**src/rtl/fifo_pkg.sv**
```systemverilog
// Shared definitions for the parametrised synchronous FIFO family:
// full-policy encodings and the pointer-width helper.
package fifo_pkg;

  localparam int FIFO_DROP      = 0;
  localparam int FIFO_OVERWRITE = 1;

  // Pointer width for a power-of-two depth (DEPTH >= 2).
  function automatic int fifo_aw(input int depth);
    return $clog2(depth);
  endfunction

endpackage

```
**src/rtl/fifo_ram.sv**
```systemverilog
// DEPTH x WIDTH storage: one write port and one registered read port, no reset.
// Reading and writing the same address on one edge returns the old word.
module fifo_ram
  import fifo_pkg::*;
#(
  parameter int WIDTH = 8,
  parameter int DEPTH = 16
) (
  input  logic                       clk,
  input  logic                       i_we,
  input  logic [fifo_aw(DEPTH)-1:0]  i_waddr,
  input  logic [WIDTH-1:0]           i_wdata,
  input  logic                       i_re,
  input  logic [fifo_aw(DEPTH)-1:0]  i_raddr,
  output logic [WIDTH-1:0]           o_rdata
);

  logic [WIDTH-1:0] r_mem [DEPTH];
  logic [WIDTH-1:0] r_rdata;

  always_ff @(posedge clk) begin
    if (i_we) r_mem[i_waddr] <= i_wdata;
    if (i_re) r_rdata <= r_mem[i_raddr];
  end

  assign o_rdata = r_rdata;

endmodule

```
**src/rtl/fifo_sync_param.sv**
```systemverilog
// Parametrised single-clock FIFO with selectable full policy, almost-full/empty
// thresholds, registered read data with valid, flush and sticky error flags.
module fifo_sync_param
  import fifo_pkg::*;
#(
  parameter int WIDTH      = 8,
  parameter int DEPTH      = 16,
  parameter int OVERWRITE  = FIFO_OVERWRITE,
  parameter int AFULL_LVL  = DEPTH - 2,
  parameter int AEMPTY_LVL = 2
) (
  input  logic                        clk,
  input  logic                        rst_n,
  input  logic                        flush,
  input  logic                        wen,
  input  logic [WIDTH-1:0]            wdata,
  input  logic                        ren,
  output logic [WIDTH-1:0]            rdata,
  output logic                        rvalid,
  output logic [fifo_aw(DEPTH):0]     count,
  output logic                        full,
  output logic                        empty,
  output logic                        afull,
  output logic                        aempty,
  output logic                        ovf,
  output logic                        udf,
  input  logic                        clr_err
);

  localparam int AW = fifo_aw(DEPTH);
  localparam int CW = AW + 1;

  // Request semantics: wen/ren are single-cycle requests with no back-pressure.
  // A write is taken unless full (policy decides); a read is served when not
  // empty and its word appears on rdata with rvalid exactly one cycle later.

  logic [AW-1:0]    r_waddr;
  logic [AW-1:0]    r_raddr;
  logic [CW-1:0]    r_count;
  logic             r_rvalid;
  logic             r_rd_seen;
  logic             r_ovf;
  logic             r_udf;

  logic             w_full;
  logic             w_empty;
  logic             w_rd_ok;
  logic             w_wr_ok;
  logic             w_ovr_adv;
  logic             w_ovf_evt;
  logic             w_udf_evt;
  logic             w_inc;
  logic             w_dec;
  logic [WIDTH-1:0] w_ram_rdata;

  assign w_full  = (r_count == CW'(DEPTH));
  assign w_empty = (r_count == '0);

  always_comb begin
    w_rd_ok   = 1'b0;
    w_wr_ok   = 1'b0;
    w_ovr_adv = 1'b0;
    w_ovf_evt = 1'b0;
    w_udf_evt = 1'b0;
    if (!flush) begin
      w_rd_ok   = ren && !w_empty;
      w_udf_evt = ren && w_empty;
      w_ovf_evt = wen && w_full && !ren;
      if (!w_full) begin
        w_wr_ok = wen;
      end else if (OVERWRITE == FIFO_OVERWRITE) begin
        w_wr_ok   = wen;
        w_ovr_adv = wen && !ren;
      end else begin
        w_wr_ok = wen && ren;
      end
    end
  end

  // An overwrite while full keeps occupancy at DEPTH, so only a lone write
  // below full increments.
  assign w_inc = w_wr_ok && !w_rd_ok && !w_full;
  assign w_dec = w_rd_ok && !w_wr_ok;

  always_ff @(posedge clk or negedge rst_n) begin
    if (!rst_n) begin
      r_waddr   <= '0;
      r_raddr   <= '0;
      r_count   <= '0;
      r_rvalid  <= 1'b0;
      r_rd_seen <= 1'b0;
    end else if (flush) begin
      r_waddr  <= '0;
      r_raddr  <= '0;
      r_count  <= '0;
      r_rvalid <= 1'b0;
    end else begin
      if (w_wr_ok) r_waddr <= r_waddr + AW'(1);
      if (w_rd_ok || w_ovr_adv) r_raddr <= r_raddr + AW'(1);
      if (w_inc) r_count <= r_count + CW'(1);
      else if (w_dec) r_count <= r_count - CW'(1);
      r_rvalid <= w_rd_ok;
      if (w_rd_ok) r_rd_seen <= 1'b1;
    end
  end

  // A same-cycle error event takes precedence over clr_err.
  always_ff @(posedge clk or negedge rst_n) begin
    if (!rst_n) begin
      r_ovf <= 1'b0;
      r_udf <= 1'b0;
    end else begin
      r_ovf <= w_ovf_evt || (r_ovf && !clr_err);
      r_udf <= w_udf_evt || (r_udf && !clr_err);
    end
  end

  fifo_ram #(
    .WIDTH (WIDTH),
    .DEPTH (DEPTH)
  ) u_ram (
    .clk     (clk),
    .i_we    (w_wr_ok),
    .i_waddr (r_waddr),
    .i_wdata (wdata),
    .i_re    (w_rd_ok),
    .i_raddr (r_raddr),
    .o_rdata (w_ram_rdata)
  );

  // The RAM read register has no reset; rdata reads as zero until the first pop.
  assign rdata  = r_rd_seen ? w_ram_rdata : '0;
  assign rvalid = r_rvalid;
  assign count  = r_count;
  assign full   = w_full;
  assign empty  = w_empty;
  assign afull  = (r_count >= CW'(AFULL_LVL));
  assign aempty = (r_count <= CW'(AEMPTY_LVL));
  assign ovf    = r_ovf;
  assign udf    = r_udf;

`ifdef FORMAL
  logic r_past_ok;
  always_ff @(posedge clk or negedge rst_n) begin
    if (!rst_n) r_past_ok <= 1'b0;
    else        r_past_ok <= 1'b1;
  end

  always_comb begin
    if (rst_n) begin
      assert ((r_count == CW'(r_waddr - r_raddr)) ||
              ((r_count == CW'(DEPTH)) && (r_waddr == r_raddr)));
      assert (!(w_full && w_empty));
    end
  end

  always_ff @(posedge clk) begin
    if (rst_n && r_past_ok) begin
      assert ((r_count - $past(r_count) <= CW'(1)) || ($past(r_count) - r_count <= CW'(1)) || $past(flush));
      assert (!r_rvalid || $past(ren && !w_empty && !flush));
      cover (w_full);
      cover (w_ovr_adv);
      cover (w_udf_evt);
      cover (flush && !w_empty);
    end
  end
`endif

endmodule

```
**config.mk**
```make
export PLATFORM = sky130hd
export DESIGN_NAME = fifo_sync_param
export DESIGN_NICKNAME = d
export VERILOG_FILES = /design/src/rtl/fifo_pkg.sv /design/src/rtl/fifo_ram.sv /design/src/rtl/fifo_sync_param.sv
export SDC_FILE = /design/constraint.sdc
export NUM_CORES = 1
export LEC_CHECK = 0
export CORE_ASPECT_RATIO = 0.75
export CORE_MARGIN = 10
export CORE_UTILIZATION = 50
export DETAILED_ROUTE_END_ITERATION = 8
export GPL_ROUTABILITY_DRIVEN = 0
export HOLD_SLACK_MARGIN = 0.06
export PLACE_DENSITY_LB_ADDON = 0.1
export SYNTH_ARGS = -nofsm -noshare
export SYNTH_HDL_FRONTEND = slang
export SYNTH_SLANG_ARGS = --single-unit
```
**constraint.sdc**
```tcl
create_clock -name clk -period 2.95 [get_ports clk]
set_input_delay 0.4425 -clock clk [delete_from_list [all_inputs] [get_ports clk]]
set_output_delay 0.4425 -clock clk [all_outputs]
set_load 0.05 [all_outputs]
```
==> qor.csv <==
stage,metric,value,unit
outcome,status,"complete, no violations",
clock_network,cts_resized,0,
sta,fin_crit,2.759,ns
sta,slew-limit-headroom,45.70,%
yosys,synth_seq_cells,153,
finish,drive_gt1_share,16.44,%
clock_network,cts_tree,built,
critical_path,r2r_end,count[4],
global_route,grt_pass1_vias,3430,
clock_network,cts_setup_buffers,0,
drt,viasPerCell,5.644,
placement,portBuffers,33,
finish,seq_area,4511,um2
clock_network,h-tree-depth,4,
sta,setup_viol,0,
critical_path,arrival,2.32,ns
floorplan,ios,34,
sta,rsz0062_at_grt,no,
clock_network,cts_buffer_depth,2,
yosys,synth_edf_count,136,
critical_path,path_max_fanout,8,
yosys,synth-seq-area-share,70.75,%
drt,ant_nets,0,
floorplan,core_area,12390,um2
sta,clock_skew,0.008682,ns
power,powerDensity,809.7,nW/um2
critical_path,cp-start-kind,flop,
sta,tns,0,ns
yosys,ys.flop_type,edfxtp_1,
global_route,grt_overflow,0,
critical_path,crit_type,flop to output pin,
critical_path,reg2regPathDepth,7,
global_route,grt_max_degree,21,
global_route,grt_pass1_wl,20440,um
clock_network,numCtsBuffers,17,
drt,first_iter_violations,292,
floorplan,die_area,17710,um2
drt,num_vias,3409,
drt,drtPass1Iterations,4,
yosys,postSynth.asyncResetShare,11.11,%
clock_network,clk_latency,0.41,ns
finish,final_util,61.15,%
global_route,track_usage,15.32,%
finish,nFillCells,910,
floorplan,die_width,150.4,um
floorplan,initial_core_util,51.43,%
finish,final_cell_mix,"edfxtp_1 (136), mux2i_1 (34), clkdlybuf4s50_1 (32)",
drt,routedWlPerCell,21.31,um
placement,dpl.hpwl,8870,um
drt,routed_wl,12870,um
floorplan,die_y,117.8,um
clock_network,clk_pin_slew_worst_paths,0.06,ns
sta,fmax,362.5,MHz
finish,final_nets,449,
yosys,syn_avg_cell_area,16.86,um2
clock_network,ctsHoldBuffers,0,
global_route,antenna_found_initial,0,
critical_path,critPathCaptureType,output pin,
critical_path,required,2.51,ns
drt,drc,0,
yosys,yosysWarnings,0,
yosys,synth_area,6374,um2
finish,final_common_cell,edfxtp_1,
min_path,hp-class,primary input to asynchronous set/reset pin,
finish,multi_input_area,1755,um2
yosys,syn_nets,402,
critical_path,r2r-start,count[1],
sta,worst_pin_slew,0.8120,ns
sta,final.period_utilization,93.51,%
sta,hold_viol_final,0,
sta,finalMaxSlewViolations,0,
yosys,postSynthCellCount,378,
clock_network,cts-root-buf,clkbuf_16,
finish,syn_to_final_growth,18.90,%
critical_path,reg2reg_slack,0.24,ns
power,power_leakage,2.558,nW
yosys,yosys.cell_types.count,43,
floorplan,rows,35,
clock_network,clock_sinks,153,
power,max-vdd-ir-drop,458.1,uV
finish,antenna_cells,0,
job,maxCapViolations,0,
state kept, by name (all words and copies together), names as in the netlist:
name	cells
r_waddr	4
ovf	1
u_ram.r_mem	128
udf	1
r_rd_seen	1
count	5
rvalid	1
r_raddr	4
u_ram.o_rdata	8
layout make-up:
class	count	share of cell area (%)
flip-flops and latches	153	59.52
multi-input cells	198	23.16
clock buffers	23	6.885
repair buffers	47	5.877
well taps	166	2.741
clock inverters	9	1.420
inverters	8	0.3962
report_power, final:
group	internal [mW]	switching [mW]
sequential	2.45	0.134
clock	1.42	0.822
combinational	0.549	0.767
kinds of logic after synthesis:
group	Yosys count	share of synthesized area, %
AO/OA/AOI/OAI	57	6.498
AND/OR/NAND/NOR	73	6.655
flip-flops	153	70.75
buffers and inverters	27	1.806
adder cells (fa/ha/maj)	10	2.081
multiplexers	53	11.52
XOR/XNOR	5	0.6872
critical path, stage by stage (launching register included):
cell and delay [ns]:
dfrtp_1 0.52, nor4_4 0.35, nand2_1 0.15, inv_1 0.08, clkdlybuf4s50_1 0.80
how the worst max path moves through the flow:
stage / slack (ns) / end / start / cells past startpoint
2_1_floorplan: 0.39 / count[4] / count[1] / 8
3_3_place_gp: 0.28 / count[4] / count[1] / 7
3_5_place_dp: 0.21 / count[4] / flush / 8
4_1_cts: 0.18 / full / count[1] / 4
5_1_grt: 0.07 / count[4] / count[1] / 7
6_report: 0.19 / full / count[1] / 4
metal layers:
layer  part of all wire (%)  wire length, um  global-route usage (%)
met1                     50             6376                   23.18
met2                     45             5786                   21.12
met3                    5.2              664                   3.573
met4                   0.32               41                   4.788
met5                      0                0                       0
cells in the mapped netlist, types with 2 or more instances:
| library cell | n | area [um2] |
|---|---|---|
| a21oi_2 | 2 | 17.52 |
| a22oi_1 | 8 | 60.06 |
| mux2i_1 | 34 | 340.3 |
| or4_1 | 2 | 15.01 |
| a21oi_1 | 10 | 50.05 |
| nor3b_1 | 2 | 15.01 |
| nand3b_1 | 2 | 15.01 |
| xor2_1 | 2 | 17.52 |
| xnor2_1 | 3 | 26.28 |
| buf_2 | 11 | 55.05 |
| dfrtp_1 | 17 | 425.4 |
| o31ai_1 | 2 | 15.01 |
| nand3_1 | 4 | 20.02 |
| a221oi_1 | 16 | 140.1 |
| ha_1 | 9 | 112.6 |
| and2_1 | 27 | 168.9 |
| nor2b_1 | 3 | 18.77 |
| and4b_1 | 2 | 20.02 |
| nand2_1 | 15 | 56.30 |
| and3_1 | 2 | 12.51 |
| nor2_1 | 9 | 33.78 |
| o21ai_0 | 9 | 45.04 |
| mux4_2 | 16 | 360.4 |
| edfxtp_1 | 136 | 4084 |
| clkbuf_1 | 8 | 30.03 |
| inv_1 | 8 | 30.03 |
| mux2_2 | 3 | 33.78 |
metrics by stage:
stage | worst slack (ns) | total power, mW | hold WS, ns | cell area (um2) | std cells
finish | 0.1913 | 6.136 | 0.4989 | 7579 | 604
global route | 0.06610 | 6.381 | 0.5124 | 7579 | 604
CTS | 0.1769 | 6.180 | 0.5020 | 7579 | 604
detailed placement | 0.2130 | 3.948 | 0.4884 | 6949 | 572
global placement | 0.2787 | 3.927 | 0.4798 | 6949 | 572
floorplan | 0.3906 | 3.512 | 0.1469 | 6380 | 378
Power figures use the tool's default switching activity.
